File: src/rtl/canvas_painter_pkg.sv
// rtl/canvas_painter_pkg.sv - shared color constants and painter state type
// Contents: COLOR_WIDTH, COLOR_NONE and palette indices; painter_state_t;
//           safe_clog2 helper (never returns 0, so 1-wide fields stay legal).
package canvas_painter_pkg;

  localparam int COLOR_WIDTH = 4;

  localparam logic [COLOR_WIDTH-1:0] COLOR_NONE  = 4'd0;
  localparam logic [COLOR_WIDTH-1:0] COLOR_RED   = 4'd1;
  localparam logic [COLOR_WIDTH-1:0] COLOR_GREEN = 4'd2;
  localparam logic [COLOR_WIDTH-1:0] COLOR_BLUE  = 4'd3;
  localparam logic [COLOR_WIDTH-1:0] COLOR_WHITE = 4'd4;
  localparam logic [COLOR_WIDTH-1:0] COLOR_BLACK = 4'd5;

  typedef enum logic [1:0] {
    IDLE  = 2'd0,
    PAINT = 2'd1,
    CLEAR = 2'd2
  } painter_state_t;

  function automatic int safe_clog2(input int n);
    return (n > 1) ? $clog2(n) : 1;
  endfunction

endpackage

File: src/rtl/brush_clip.sv
// rtl/brush_clip.sv - brush offset to canvas pixel, with bounds test
// Ports: cx/cy brush centre, dx/dy sweep offset (0..BRUSH-1);
//        in_bounds high when the target pixel lies on the canvas,
//        addr row-major y*WIDTH+x of the target (meaningless when clipped).
module brush_clip
  import canvas_painter_pkg::*;
#(
  parameter int WIDTH  = 640,
  parameter int HEIGHT = 480,
  parameter int BRUSH  = 3,
  localparam int XW = safe_clog2(WIDTH),
  localparam int YW = safe_clog2(HEIGHT),
  localparam int DW = safe_clog2(BRUSH),
  localparam int AW = safe_clog2(WIDTH * HEIGHT)
) (
  input  logic [XW-1:0] cx,
  input  logic [YW-1:0] cy,
  input  logic [DW-1:0] dx,
  input  logic [DW-1:0] dy,
  output logic          in_bounds,
  output logic [AW-1:0] addr
);

  localparam int HALF = BRUSH / 2;

  // One extra bit so a pixel left of / above the canvas reads as negative.
  logic signed [XW:0] px;
  logic signed [YW:0] py;
  int px_i;
  int py_i;

  always_comb begin
    px   = $signed({1'b0, cx}) + $signed((XW + 1)'(dx)) - $signed((XW + 1)'(HALF));
    py   = $signed({1'b0, cy}) + $signed((YW + 1)'(dy)) - $signed((YW + 1)'(HALF));
    // Widen before comparing: WIDTH itself may not fit in XW+1 signed bits.
    px_i = int'(px);
    py_i = int'(py);
    in_bounds = (px_i >= 0) && (px_i < WIDTH) && (py_i >= 0) && (py_i < HEIGHT);
    addr      = AW'(py_i * WIDTH + px_i);
  end

endmodule

File: src/rtl/canvas_painter.sv
// rtl/canvas_painter.sv - brush stamp and full clear writer for one canvas RAM
// Ports: clk, reset (async, active-high);
//        paint_valid/paint_ready with paint_x, paint_y, paint_color request;
//        clear_req full-canvas clear; busy while not IDLE;
//        wr_en/wr_addr/wr_data registered canvas RAM write port.
module canvas_painter
  import canvas_painter_pkg::*;
#(
  parameter int WIDTH  = 640,
  parameter int HEIGHT = 480,
  parameter int BRUSH  = 3,
  localparam int XW = safe_clog2(WIDTH),
  localparam int YW = safe_clog2(HEIGHT),
  localparam int DW = safe_clog2(BRUSH),
  localparam int AW = safe_clog2(WIDTH * HEIGHT)
) (
  input  logic                   clk,
  input  logic                   reset,
  input  logic                   paint_valid,
  output logic                   paint_ready,
  input  logic [XW-1:0]          paint_x,
  input  logic [YW-1:0]          paint_y,
  input  logic [COLOR_WIDTH-1:0] paint_color,
  input  logic                   clear_req,
  output logic                   busy,
  output logic                   wr_en,
  output logic [AW-1:0]          wr_addr,
  output logic [COLOR_WIDTH-1:0] wr_data
);

  localparam int LAST_OFF = BRUSH - 1;
  localparam int LAST_A   = WIDTH * HEIGHT - 1;

  painter_state_t state, state_d;

  logic [XW-1:0]          cx;
  logic [YW-1:0]          cy;
  logic [COLOR_WIDTH-1:0] col;
  logic [DW-1:0]          dx;
  logic [DW-1:0]          dy;
  logic [AW-1:0]          a;

  logic                   sweep_last;
  logic                   clear_last;
  logic                   clip_in_bounds;
  logic [AW-1:0]          clip_addr;

  logic                   wr_en_d;
  logic [AW-1:0]          wr_addr_d;
  logic [COLOR_WIDTH-1:0] wr_data_d;

  brush_clip #(
    .WIDTH (WIDTH),
    .HEIGHT(HEIGHT),
    .BRUSH (BRUSH)
  ) u_clip (
    .cx       (cx),
    .cy       (cy),
    .dx       (dx),
    .dy       (dy),
    .in_bounds(clip_in_bounds),
    .addr     (clip_addr)
  );

  assign sweep_last = (dx == DW'(LAST_OFF)) && (dy == DW'(LAST_OFF));
  assign clear_last = (a == AW'(LAST_A));

  // State register
  always_ff @(posedge clk or posedge reset) begin
    if (reset) begin
      state <= IDLE;
    end else begin
      state <= state_d;
    end
  end

  // Next-state logic; clear wins over a simultaneous paint
  always_comb begin
    state_d = state;
    case (state)
      IDLE: begin
        if (clear_req) begin
          state_d = CLEAR;
        end else if (paint_valid) begin
          state_d = PAINT;
        end
      end
      PAINT: begin
        if (sweep_last) begin
          state_d = IDLE;
        end
      end
      CLEAR: begin
        if (clear_last) begin
          state_d = IDLE;
        end
      end
      default: state_d = IDLE;
    endcase
  end

  // Output logic: handshake plus the values the write port takes next edge
  always_comb begin
    paint_ready = (state == IDLE) && !clear_req;
    busy        = (state != IDLE);
    wr_en_d     = 1'b0;
    wr_addr_d   = wr_addr;
    wr_data_d   = wr_data;
    case (state)
      PAINT: begin
        // Clipped offsets still take their cycle, just without a write
        wr_en_d   = clip_in_bounds;
        wr_addr_d = clip_addr;
        wr_data_d = col;
      end
      CLEAR: begin
        wr_en_d   = 1'b1;
        wr_addr_d = a;
        wr_data_d = COLOR_NONE;
      end
      default: ;
    endcase
  end

  // Request latch, sweep counters and registered write port
  always_ff @(posedge clk or posedge reset) begin
    if (reset) begin
      cx      <= '0;
      cy      <= '0;
      col     <= COLOR_NONE;
      dx      <= '0;
      dy      <= '0;
      a       <= '0;
      wr_en   <= 1'b0;
      wr_addr <= '0;
      wr_data <= COLOR_NONE;
    end else begin
      wr_en   <= wr_en_d;
      wr_addr <= wr_addr_d;
      wr_data <= wr_data_d;
      case (state)
        IDLE: begin
          a <= '0;
          if (paint_valid && paint_ready) begin
            cx  <= paint_x;
            cy  <= paint_y;
            col <= paint_color;
            dx  <= '0;
            dy  <= '0;
          end
        end
        PAINT: begin
          if (dx == DW'(LAST_OFF)) begin
            dx <= '0;
            dy <= dy + 1'b1;
          end else begin
            dx <= dx + 1'b1;
          end
        end
        CLEAR: begin
          a <= a + 1'b1;
        end
        default: ;
      endcase
    end
  end

endmodule

File: config.mk
export PLATFORM = sky130hd
export DESIGN_NAME = canvas_painter
export DESIGN_NICKNAME = d
export VERILOG_FILES = /design/src/rtl/canvas_painter_pkg.sv /design/src/rtl/brush_clip.sv /design/src/rtl/canvas_painter.sv
export SDC_FILE = /design/constraint.sdc
export NUM_CORES = 1
export LEC_CHECK = 0
export CORE_ASPECT_RATIO = 1.4
export CORE_UTILIZATION = 57
export DETAILED_ROUTE_END_ITERATION = 10
export GPL_ROUTABILITY_DRIVEN = 0
export PLACE_DENSITY = 0.8
export SETUP_SLACK_MARGIN = 0.4
export SLEW_MARGIN = 15
export SYNTH_ARGS = -nofsm -noshare
export SYNTH_HDL_FRONTEND = slang
export SYNTH_SLANG_ARGS = --single-unit
export TNS_END_PERCENT = 10
File: constraint.sdc
create_clock -name clk -period 6.2 [get_ports clk]
set_clock_uncertainty 0.2 [all_clocks]
set_input_delay 0.93 -clock clk [delete_from_list [all_inputs] [get_ports clk]]
set_output_delay 0.93 -clock clk [all_outputs]
set_load 0.01 [all_outputs]
# Yosys cells after proc, flatten, opt, wreduce, memory -nomap -nowiden
# Index checks and enable logic that the tools add are counted.
dict set report word_totals {
  ff_bits 72
  input_bits 27
  output_inout_bits 26
  elab_cells 63
}
dict set report classes {
  add_sub_neg 8
  multipliers 1
  n_lt_le_gt_ge 4
  n_eq_ne 10
  muxes 14
  reduce_logical 16
}
# operator n
set op_table {}
lappend op_table {{19-bit case mux with 2 select lines} 2}
lappend op_table {{19-bit by 1-bit adder with 19-bit output (second input constant)} 1}
lappend op_table {{19-bit by 11-bit adder with 19-bit output} 1}
lappend op_table {{19-bit equality test (second input constant)} 1}
lappend op_table {{2-bit 2-to-1 mux} 7}
lappend op_table {{10-bit by 4-bit multiplier with 12-bit output (second input constant)} 1}
lappend op_table {{10-bit by 2-bit adder with 11-bit output} 1}
lappend op_table {{11-bit by 1-bit >= comparator with 1-bit output (second input constant)} 1}
lappend op_table {{11-bit < comparator (second input constant)} 1}
lappend op_table {{11-bit by 2-bit subtractor with 11-bit output (second input constant)} 1}
lappend op_table {{9-bit by 2-bit adder with 10-bit output} 1}
lappend op_table {{10-bit by 1-bit >= comparator with 1-bit output (second input constant)} 1}
lappend op_table {{10-bit < comparator (second input constant)} 1}
lappend op_table {{10-bit by 2-bit subtractor with 10-bit output (second input constant)} 1}
lappend op_table {{2-bit case mux with 2 select lines} 2}
lappend op_table {{4-bit case mux with 2 select lines} 1}
lappend op_table {{2-bit nonzero test} 4}
lappend op_table {{2-bit equality test (second input constant)} 3}
lappend op_table {{1-bit logical AND} 6}
lappend op_table {{2-bit inequality test (second input constant)} 3}
lappend op_table {{2-bit case mux with 3 select lines} 1}
lappend op_table {{3-bit AND reduction} 2}
lappend op_table {{2-bit by 1-bit adder with 2-bit output (second input constant)} 2}
lappend op_table {{2-bit AND reduction} 2}
lappend op_table {{6 further kinds} 6}

# Logic depth before layout (Yosys ltp)
# Gate-level depths: netlist (run 1).
dict set report logic_depth {
  depth_word 7
  mapped_depth 24
  mapped_depth_nobuf 24
}

# Cells and area by module
# Synthesis (run 1) repeated with hierarchy kept, for this count alone.
dict set report unflattened {
  hier_cells 550
  area_unflattened_um2 5096.1
}
# module n_inst cells_per_inst area_each_um2 seq_area_each_um2
set modules_own_cells {}
lappend modules_own_cells {canvas_painter 1 297 3300.7 1801.7}
lappend modules_own_cells {brush_clip 1 253 1795.5 0.0}

# Least setup slack after synthesis (run 1)
# OpenSTA, ideal clock, no wires.
dict set report synth_path {
  path_type {flip-flop to flip-flop}
  from {reg dy[1]}
  to {reg wr_addr[18]}
  setup_ns 0.070
  t_arrival_ns 4.310
  required_time_ns 5.930
  path_slack_ns 1.620
  path_stages_with_launch 24
  path_buffers 0
  period_less_slack_ns 4.580
  cell_sequence {dfrtp_1 -> inv_1 -> ha_1 -> inv_1 -> ha_1 -> fa_1 -> a211oi_2 -> o21bai_1 -> a21oi_2 -> xnor2_1 -> ha_1 -> ha_1 -> a21o_1 -> nand2_1 -> nand2_1 -> nor2_1 -> xnor2_1 -> ha_1 -> nor2_1 -> nor2_1 -> or2_2 -> a22o_1 -> a211oi_1 -> nand3b_1}
}
dict set report synth_between {
  elab_chain_cells 5
}
# element line
set synth_rtl {}
lappend synth_rtl {{start: declaration} canvas_painter.sv:40} ;# logic [DW-1:0] dy;
lappend synth_rtl {{start signal: assignment} canvas_painter.sv:155} ;# dy <= dy + 1'b1;
lappend synth_rtl {{9-bit by 2-bit adder with 10-bit output} brush_clip.sv:34} ;# py = $signed({1'b0, cy}) + $signed((YW + 1)'(dy)) - $signed((YW + 1)'(HALF));
lappend synth_rtl {{10-bit by 2-bit subtractor with 10-bit output} brush_clip.sv:34}
lappend synth_rtl {{10-bit by 4-bit multiplier with 12-bit output} brush_clip.sv:39} ;# addr = AW'(py_i * WIDTH + px_i);
lappend synth_rtl {{19-bit by 11-bit adder with 19-bit output} brush_clip.sv:39}
lappend synth_rtl {{19-bit case mux with 2 select lines} canvas_painter.sv:109} ;# case (state)
lappend synth_rtl {{end signal: assignment} canvas_painter.sv:139} ;# wr_addr <= wr_addr_d;
lappend synth_rtl {{end: declaration} canvas_painter.sv:27} ;# output logic [AW-1:0] wr_addr,
# No other way between the ends.
# A chain may end at the register's enable or synchronous reset.

# Worst setup path in the final report (run 1)
# Same ends and word-level chain as after synthesis.

==> results of run 1 <==
flip-flops by register name, summed over array words and instances, names as in the netlist:
signal	cells
col	4
dx	2
state	2
cy	9
wr_data	4
dy	2
wr_en	1
a	19
cx	10
wr_addr	19
per-stage QoR:
| stage | util (%) | worst slack [ns] |
|---|---|---|
| after global routing | 69.8 | 0.850 |
| after global placement | 66.1 | 1.46 |
| final | 69.8 | 1.21 |
| after detailed placement | 66.1 | 1.27 |
| after CTS | 69.8 | 1.24 |
| after floorplan | - | 1.62 |
cells by family after synthesis:
family,Yosys count,share of synthesized area (%)
compound gates,132,17.1
simple gates,164,15.3
flops,72,35.5
mux,35,7.55
fa+ha+maj,60,15.4
buf+inv,72,5.33
xor+xnor,22,3.80
layer usage:
metal / vias to the layer above / GRT usage (%) / wire length [um]
li1: 2070 / - / -
met1: 1962 / 30.7 / 4500
met2: 69 / 42.3 / 5440
met3: 19 / 5.20 / 278
met4: 0 / 11.5 / 314
met5: - / 0 / 0
area by class of cell:
class / instances / area [um2] / share of cell area [%]
Clock buffer: 12 / 267 / 4.43
Multi-Input combinational cell: 413 / 3000 / 49.9
Inverter: 58 / 218 / 3.62
Timing Repair Buffer: 55 / 543 / 9.03
Clock inverter: 4 / 51.3 / 0.853
Sequential cell: 72 / 1800 / 30.0
Tap cell: 105 / 131 / 2.19
cells in the mapped netlist, drive strengths merged (3+ instances only):
| cell | n | area share, % |
|---|---|---|
| xnor2 | 16 | 2.8 |
| o311ai | 3 | 0.52 |
| clkbuf | 12 | 0.89 |
| o21ai | 29 | 2.9 |
| nand4 | 6 | 0.74 |
| o211ai | 5 | 0.74 |
| a21oi | 40 | 4.0 |
| fa | 4 | 1.6 |
| inv | 58 | 4.3 |
| or2 | 4 | 0.49 |
| o31ai | 4 | 0.69 |
| nor2b | 14 | 1.7 |
| nand2 | 41 | 3.0 |
| a21o | 6 | 0.89 |
| or3 | 4 | 0.49 |
| mux2 | 26 | 5.8 |
| ha | 56 | 14 |
| xor2 | 6 | 1.0 |
| o21a | 8 | 1.2 |
| nand3 | 20 | 2.0 |
| o31a | 3 | 0.52 |
| mux2i | 9 | 1.8 |
| nor2 | 45 | 3.3 |
| and3 | 5 | 0.62 |
| a21boi | 3 | 0.44 |
| o22ai | 4 | 0.49 |
| o21bai | 5 | 0.74 |
| dfrtp | 72 | 36 |
| a211oi | 6 | 0.99 |
| nand2b | 3 | 0.37 |
| nor3 | 14 | 1.4 |
worst paths after layout:
path,from,end,depth (start not counted)
worst min-delay path,wr_addr[13]$_DFFE_PP0P_,wr_addr[13]$_DFFE_PP0P_,1
max in group asynchronous,reset,cy[8]$_DFFE_PP0P_,3
worst max register to register,dy[1]$_DFFE_PP0P_,wr_addr[18]$_DFFE_PP0P_,24
worst min register to register,wr_addr[13]$_DFFE_PP0P_,wr_addr[13]$_DFFE_PP0P_,1
worst max-delay path,dy[1]$_DFFE_PP0P_,wr_addr[18]$_DFFE_PP0P_,24
min in group asynchronous,reset,wr_addr[5]$_DFFE_PP0P_,3
worst max-delay path: cells and delay by family, from the launching register on:
family / cells / cell delay, ns
simple gates: 6 / 0.75
xor+xnor: 2 / 0.35
flops: 1 / 0.39
compound gates: 9 / 1.64
fa+ha+maj: 5 / 1.41
buf+inv: 2 / 0.15
==> metrics.md, run 1 <==
| Metric | Value |
|---|---|
| Outcome | complete, no violations |
| Primary FF master, synth | dfrtp_1 |
| CP endpoint kind | flip-flop |
| Sum Neg Setup Slack | 0 ns |
| Final hold vios | 0 |
| Actual slew at the worst max-slew pin | 1.04 ns |
| Area grow syn2layout | 18.5% |
| Crit share post-route | 80.5% |
| Largest net degree at the start of global routing | 73 |
| Worst Hold Slack | 0.273 ns |
| Crit-path max FO | 4 |
| First-pass GRT wire length | 18000 um |
| Final-report setup violation count | 0 |
| #FFs+latches synth | 72 |
| CTS HTree Levels | 3 |
| CP Data Required Time | 6.27 ns |
| Layout cells sized above 1 | 8.47% |
| Final instance area | 6010 um2 |
| Synth async-reset ratio | 100% |
| Slew margin rel. | 30.7% |
| Drt total wl | 10500 um |
| CP Launch Type | flip-flop |
| Mapped Nets | 644 |
| Hold_buf cts | 0 |
| Pins Over Slew Limit | 0 |
| Crit-path most repeated cell | ha_1 |
| Number of global-route vias before repair | 3947 |
| Max Cap Viol | 0 |
| CTS Root Buffer Type | clkbuf_16 |
| CP peak stage delay | 0.39 ns |
| Flop2flop setup slack | 1.21 ns |
| Commonest non-fill, non-tap cell in the layout | dfrtp_1 |
| CTS Buf Count | 9 |
| Mapped Cells | 557 |
| Max Clock Freq | 200 MHz |
| Fin crit period | 4.99 ns |
| Diodes inserted | 0 |
| Slowest stage cell, crit path | dfrtp_1 |
| Post-cts resize count | 0 |
| Maximum clock insertion buffer count | 2 |
| CP cell instances | inv_1 > ha_1 > inv_1 > ha_1 > a21o_1 > a21oi_1 > o21bai_1 > a21oi_1 > o21bai_1 > a21oi_1 > xnor2_1 > ha_1 > ha_1 > o2111ai_1 > nand2_1 > nor2_1 > xnor2_1 > ha_1 > nor2_1 > nor2_1 > or2_2 > a22o_1 > a211oi_1 > nand3b_1 |
| Library cells used by synthesis | 56 |
| CP Data Arrival Time | 5.07 ns |
| Post-route ant nets | 0 |
| Post-synthesis cell area | 5070 um2 |
| Hpwl dp | 7900 um |
| I/O Buffers | 52 |
| Antenna violations before repair | 0 |
| Final Non-Filler Cells | 719 |
| Crit path kind | flip-flop to flip-flop |
| Wire length per cell | 14.6 um |
| Clk slew on worst S/H paths | 0.06 ns |
| Gr usage total | 25.3% |
| Most frequent cells in the layout | 72 x dfrtp_1, 57 x inv_1, 56 x ha_1, 52 x clkdlybuf4s50_1, 45 x nor2_1 |
| Post-Place Cell Area | 5690 um2 |
| Synthesized area per cell | 9.10 um2 |
| Core region area | 8610 um2 |
| DR pass1 iterations | 5 |
| Post-synthesis sequential area ratio | 35.5% |
| Initial Util | 58.9% |
| TritonCTS clock tree | yes |
| Later-pin clock latency in the skew report | 0.34 ns |
| Fillers | 693 |
| Routed via count | 4120 |
| Grt total ovfl | 0 |
| Number of setup buffers added after CTS | 0 |
| RSZ-0062 raised after global routing | no |
| Starting DRT DRC Count | 223 |
| Ys Warns | 0 |
| Die X | 81.7 um |
| Drt drc | 0 |
| Die area | 9280 um2 |
| Die Height | 114 um |
| Vias per cell | 5.73 |
| Cell Rows | 40 |
| Final #Nets | 696 |
| Post-synth EDFFs | 0 |
| I/O pin cnt | 53 |
| CTS Sinks | 72 |
| Tightest Hold Check Type | flip-flop to flip-flop |
| Placed Instances | 703 |
Power of run 1 is left out: the tool's default activity adds up to more than one toggle a clock period on the data nets, which glitch-free logic cannot reach.
==> run 2: changes to the inputs <==
==> constraint.sdc (replaced) <==
create_clock -name clk -period 4.8 [get_ports clk]
set_clock_uncertainty 0.2 [all_clocks]
set_input_delay 0.72 -clock clk [delete_from_list [all_inputs] [get_ports clk]]
set_output_delay 0.72 -clock clk [all_outputs]
set_load 0.01 [all_outputs]
==> metrics.md, run 2 (synthesis results as in run 1) <==
| Metric | Value |
|---|---|
| Largest net degree at the start of global routing | 39 (-47%) |
| Fin crit period | 4.67 ns (-0.320 ns) |
| Core region area | 8610 um2 (unchanged) |
| DR pass1 iterations | 5 (unchanged) |
| Wire length on met3 | 372 um (+34%) |
| Clk slew on worst S/H paths | 0.06 ns (about the same) |
| Max Cap Viol | 0 (unchanged) |
| Final instance area | 6350 um2 (+5.6%) |
| Diodes inserted | 0 (unchanged) |
| CTS Buf Count | 9 (unchanged) |
| First-pass GRT wire length | 18200 um (+1.3%) |
| Fillers | 602 (-13%) |
| Metal-1 WL | 4500 um (about the same) |
| Die X | 81.7 um (unchanged) |
| Min-delay src | wr_addr[13]$_DFFE_PP0P_ |
| Fin util | 73.7% (+3.9 points) |
| Commonest non-fill, non-tap cell in the layout | dfrtp_1 |
| Post-Place Cell Area | 5770 um2 (+1.3%) |
| Final-report setup violation count | 0 (unchanged) |
| RSZ-0062 raised after global routing | yes |
| Final hold vios | 0 (unchanged) |
| CTS Sinks | 72 (unchanged) |
| CP Data Arrival Time | 4.75 ns (-0.32 ns) |
| Cell Rows | 40 (unchanged) |
| Met2 wire len | 5970 um (+9.7%) |
| Largest regs | a x19, wr_addr x19, cx x10 |
| Die Height | 114 um (unchanged) |
| Pins Over Slew Limit | 0 (unchanged) |
| Die area | 9280 um2 (unchanged) |
| Crit path kind | flip-flop to flip-flop |
| Setup crit start | dy[1]$_DFFE_PP0P_ |
| Wire length per cell | 15.5 um (+5.7%) |
| Actual slew at the worst max-slew pin | 1.01 ns (-0.0221 ns) |
| Grt total ovfl | 0 (unchanged) |
| Gr usage total | 25.6% (+0.33 points) |
| Final #Nets | 711 (+2.2%) |
| Crit-path max FO | 3 (-1) |
| I/O Buffers | 52 (unchanged) |
| CP endpoint kind | flip-flop |
| Drt drc | 0 (unchanged) |
| Initial Util | 58.9% (unchanged) |
| Final Non-Filler Cells | 734 (+2.1%) |
| Max Clock Freq | 214 MHz (+6.9%) |
| Starting DRT DRC Count | 216 (-3.1%) |
| Post-route ant nets | 0 (unchanged) |
| Most frequent cells in the layout | 72 x dfrtp_1, 54 x inv_1, 52 x clkdlybuf4s50_1, 47 x ha_1, 44 x nor2_1 |
| Later-pin clock latency in the skew report | 0.34 ns (about the same) |
| CTS Root Buffer Type | clkbuf_16 |
| TritonCTS clock tree | yes |
| Layout cells sized above 1 | 15.9% (+7.4 points) |
| Hold_buf cts | 0 (unchanged) |
| Tightest Hold Check Type | flip-flop to flip-flop |
| CP Launch Type | flip-flop |
| R2r startpoint | dy[1]$_DFFE_PP0P_ |
| Outcome | complete, no violations |
| Area grow syn2layout | 25.1% |
| Drt total wl | 11400 um (+7.9%) |
| Top Layer Used | met4 |
| CTS HTree Levels | 3 (unchanged) |
| CP Data Required Time | 4.87 ns (-1.40 ns) |
| Number of global-route vias before repair | 4135 (+4.8%) |
| Placed Instances | 705 (+0.28%) |
| Maximum clock insertion buffer count | 2 (unchanged) |
| I/O pin cnt | 53 (unchanged) |
| Vias per cell | 5.87 (+2.5%) |
| Antenna violations before repair | 0 (unchanged) |
| Routed via count | 4310 (+4.6%) |
| Slew margin rel. | 32.2% (+1.5 points) |
| Hpwl dp | 7980 um (+1.1%) |
| Crit share post-route | 97.4% (+17 points) |
[run 2: per-layer routing]
layer,vias up,GRT usage (%)
li1,2106,-
met1,2068,28.1
met2,104,44.7
met3,32,5.20
met4,0,14.6
met5,-,0
[run 2: metrics by stage]
step                setup TNS (ns)  setup WS (ns)  hold slack, ns
floorplan                        0          0.400           0.262
finish                           0          0.127           0.271
global placement                 0          0.224           0.261
detailed placement         -0.0184        -0.0184           0.266
global route               -0.0574        -0.0354           0.292
CTS                              0          0.259           0.279
[run 2: area by class of cell]
| class | count | area (um2) | share of cell area, % |
|---|---|---|---|
| Inverter | 58 | 218 | 3.43 |
| Sequential cell | 72 | 1800 | 28.4 |
| Clock inverter | 4 | 52.6 | 0.828 |
| Tap cell | 105 | 131 | 2.07 |
| Timing Repair Buffer | 70 | 656 | 10.3 |
| Clock buffer | 12 | 256 | 4.04 |
| Multi-Input combinational cell | 413 | 3230 | 50.9 |
[run 2: path summary, 6_finish.rpt]
path	slack (ns)	end	depth (start not counted)
hold / removal	0.27	wr_addr[13]$_DFFE_PP0P_	1
setup reg to reg	0.13	wr_addr[18]$_DFFE_PP0P_	23
hold reg to reg	0.27	wr_addr[13]$_DFFE_PP0P_	1
min in group asynchronous	0.65	wr_addr[5]$_DFFE_PP0P_	2
setup / recovery	0.13	wr_addr[18]$_DFFE_PP0P_	23
max in group asynchronous	2.82	wr_en$_DFF_PP0_	3
[run 2: worst max-delay path, cell delays in order, from the launching register on]
cell,delay [ns]
dfrtp_1,0.40
inv_2,0.09
ha_4,0.13
inv_1,0.06
ha_1,0.28
a21o_1,0.19
a21oi_2,0.14
buf_4,0.14
xnor2_2,0.15
ha_1,0.32
ha_1,0.33
a21o_1,0.18
a21oi_2,0.20
o21bai_2,0.11
a21oi_4,0.20
o21ai_1,0.10
xor2_1,0.14
ha_1,0.27
inv_1,0.10
nor2_1,0.07
or2_4,0.24
a22o_1,0.23
a211oi_2,0.21
nand3b_1,0.13
[run 2: timing repair]
| item | 4_1_cts | 5_1_grt |
|---|---|---|
| setup buffers | 10 | 3 |
| pin swaps | 25 | 14 |
| resized for setup | 20 | 13 |
| endpoints found under the setup margin | 4 | 7 |
Power of run 2 is left out for the same reason.
==> run 3: changes to the inputs <==
--- a/config.mk
+++ b/config.mk
@@ -9,7 +9,7 @@
 export CORE_UTILIZATION = 57
 export DETAILED_ROUTE_END_ITERATION = 10
 export GPL_ROUTABILITY_DRIVEN = 0
-export PLACE_DENSITY = 0.8
+export PLACE_DENSITY = 0.77
 export SETUP_SLACK_MARGIN = 0.4
 export SLEW_MARGIN = 15
 export SYNTH_ARGS = -nofsm -noshare
==> metrics.md, run 3 (synthesis results as in run 1) <==
| Metric | Value |
|---|---|
| CTS Sinks | 72 (unchanged) |
| Cell Rows | 40 (unchanged) |
| Min-delay src | wr_addr[11]$_DFFE_PP0P_ |
| Post-route ant nets | 0 (unchanged) |
| Maximum clock insertion buffer count | 2 (unchanged) |
| Area grow syn2layout | 27.0% |
| Hold path depth | 1 (unchanged) |
| Area occupied by multi-input gates | 3310 um2 (+2.6%) |
| Wire length per cell | 16.3 um (+5.0%) |
| CP cell instances | inv_2 > ha_4 > inv_2 > ha_4 > fa_2 > a21oi_2 > nor2_1 > nor2_2 > xnor2_2 > ha_1 > ha_4 > nor2b_4 > nor2_2 > nor2_1 > nor2_1 > xnor2_1 > ha_2 > or3_4 > a211oi_4 > o21ai_2 > a22o_1 > a211oi_2 > nand3b_1 |
| Antenna violations before repair | 0 (unchanged) |
| Die X | 81.7 um (unchanged) |
| Final-report setup violation count | 0 (unchanged) |
| FF-to-FF path depth | 23 (unchanged) |
| Worst setup margin | 0.119 ns (-0.00827 ns) |
| Clk slew on worst S/H paths | 0.06 ns (about the same) |
| CP Data Required Time | 4.88 ns (about the same) |
| CTS Root Buffer Type | clkbuf_16 |
| CTS Buf Count | 9 (unchanged) |
| Max Cap Viol | 0 (unchanged) |
| Layout cells sized above 1 | 19.3% (+3.4 points) |
| Gr usage total | 27.0% (+1.4 points) |
| Initial Util | 58.9% (unchanged) |
| Crit path kind | flip-flop to flip-flop |
| Fillers | 597 (-0.83%) |
| First-pass GRT wire length | 19300 um (+6.2%) |
| Drt drc | 0 (unchanged) |
| FF/Latch Area | 1800 um2 (unchanged) |
| Max Clock Freq | 214 MHz (-0.18%) |
| WP buf/inv | 2 (-2) |
| Hold EP | wr_addr[11]$_DFFE_PP0P_ |
| Hpwl dp | 8170 um (+2.3%) |
| R2R Path End | wr_addr[18]$_DFFE_PP0P_ |
| Number of global-route vias before repair | 4312 (+4.3%) |
| CP Launch Type | flip-flop |
| Critical path's top delay family | adder cells |
| Outcome | complete, no violations |
| Post-place setup slack | 0.0611 ns (+0.0794 ns) |
| Crit share post-route | 97.5% (+0.17 points) |
| Largest regs | a x19, wr_addr x19, cx x10 |
| Routed via count | 4297 (-0.30%) |
| Diodes inserted | 0 (unchanged) |
| Commonest non-fill, non-tap cell in the layout | dfrtp_1 |
| Slowest stage cell, crit path | or3_4 |
| CP endpoint kind | flip-flop |
| Fin crit period | 4.68 ns (+0.00827 ns) |
| I/O pin cnt | 53 (unchanged) |
| Vias per cell | 5.84 (-0.57%) |
| Pins Over Slew Limit | 0 (unchanged) |
| Flop2flop setup slack | 0.12 ns (about the same) |
| Starting DRT DRC Count | 180 (-17%) |
| CP peak stage delay | 0.42 ns (+0.02 ns) |
| Later-pin clock latency in the skew report | 0.34 ns (about the same) |
| Core region area | 8610 um2 (unchanged) |
| Final #Nets | 713 (+0.28%) |
| Grt total ovfl | 0 (unchanged) |
| Tightest Hold Check Type | flip-flop to flip-flop |
| Drt total wl | 12000 um (+5.3%) |
| Die Height | 114 um (unchanged) |
| Final hold vios | 0 (unchanged) |
| Actual slew at the worst max-slew pin | 1.08 ns (+0.0615 ns) |
| CTS HTree Levels | 3 (unchanged) |
| I/O Buffers | 52 (unchanged) |
| R2r startpoint | dy[1]$_DFFE_PP0P_ |
| Die area | 9280 um2 (unchanged) |
| DR pass1 iterations | 4 (-1) |
| TritonCTS clock tree | yes |
| Slew margin rel. | 28.1% (-4.1 points) |
| Most frequent cells in the layout | 72 x dfrtp_1, 53 x inv_1, 52 x clkdlybuf4s50_1, 44 x ha_1, 43 x nor2_1 |
| CP Data Arrival Time | 4.76 ns (about the same) |
| Largest net degree at the start of global routing | 49 (+26%) |
| Crit-path max FO | 3 (unchanged) |
| RSZ-0062 raised after global routing | yes |
## run 3: changes by cell type in the layout (fill, tap and decap cells not counted), moves of 3 or more
cell | before | now
o21ai_1 | 6 | 1
o21ai_2 | 1 | 6
a21oi_2 | 6 | 10
a21oi_1 | 33 | 30
ha_1 | 47 | 44
ha_2 | 1 | 4
## run 3: stage by stage
step	hold WS, ns	util [%]	setup TNS, ns	instances	cell area [um2]
6_report	0.274	74.8	0	736	6440
5_1_grt	0.315	74.8	-0.0489	736	6440
4_1_cts	0.280	72.0	0	728	6200
3_5_place_dp	0.267	67.0	0	705	5770
3_3_place_gp	0.261	67.0	0	705	5770
2_1_floorplan	0.262	-	0	557	5130
## run 3: worst max-delay path by stage
stage | start | end | depth (start not counted)
floorplan | dy[1]$_DFFE_PP0P_ | wr_addr[18]$_DFFE_PP0P_ | 23
global placement | dy[1]$_DFFE_PP0P_ | wr_addr[18]$_DFFE_PP0P_ | 21
detailed placement | dy[1]$_DFFE_PP0P_ | wr_addr[18]$_DFFE_PP0P_ | 23
CTS | dy[1]$_DFFE_PP0P_ | wr_addr[18]$_DFFE_PP0P_ | 23
global route | dy[1]$_DFFE_PP0P_ | wr_addr[18]$_DFFE_PP0P_ | 23
finish | dy[1]$_DFFE_PP0P_ | wr_addr[18]$_DFFE_PP0P_ | 23
## run 3: what timing repair did
action,CTS,global route
setup buffers,7,8
hold buffers,0,0
pin swaps,22,42
resized for setup,19,37
endpoints found under the setup margin,5,8
hold endpoints to repair,0,0
## run 3: layout make-up
| cell class | count | share of cell area, % |
|---|---|---|
| Timing Repair Buffer | 72 | 10.4 |
| Multi-Input combinational cell | 413 | 51.4 |
| Inverter | 58 | 3.38 |
| Clock inverter | 6 | 1.05 |
| Clock buffer | 10 | 3.71 |
| Sequential cell | 72 | 28.0 |
| Tap cell | 105 | 2.04 |
## run 3: routing by layer
| layer | up-vias | track usage [%] | share of wire [%] |
|---|---|---|---|
| met2 | 80 | 47.1 | 52 |
| met5 | - | 0 | 0 |
| li1 | 2102 | - | - |
| met3 | 33 | 4.96 | 2.4 |
| met4 | 0 | 12.5 | 3.6 |
| met1 | 2082 | 31.4 | 42 |
## run 3: worst reg2reg max path, delay by kind of cell (launching register included)
| kind | cells | cell delay, ns |
|---|---|---|
| fa+ha+maj | 6 | 1.60 |
| compound gates | 5 | 0.93 |
| simple gates | 8 | 1.13 |
| xor+xnor | 2 | 0.28 |
| flops | 1 | 0.37 |
| buf+inv | 2 | 0.10 |
Power of run 3 is left out for the same reason.
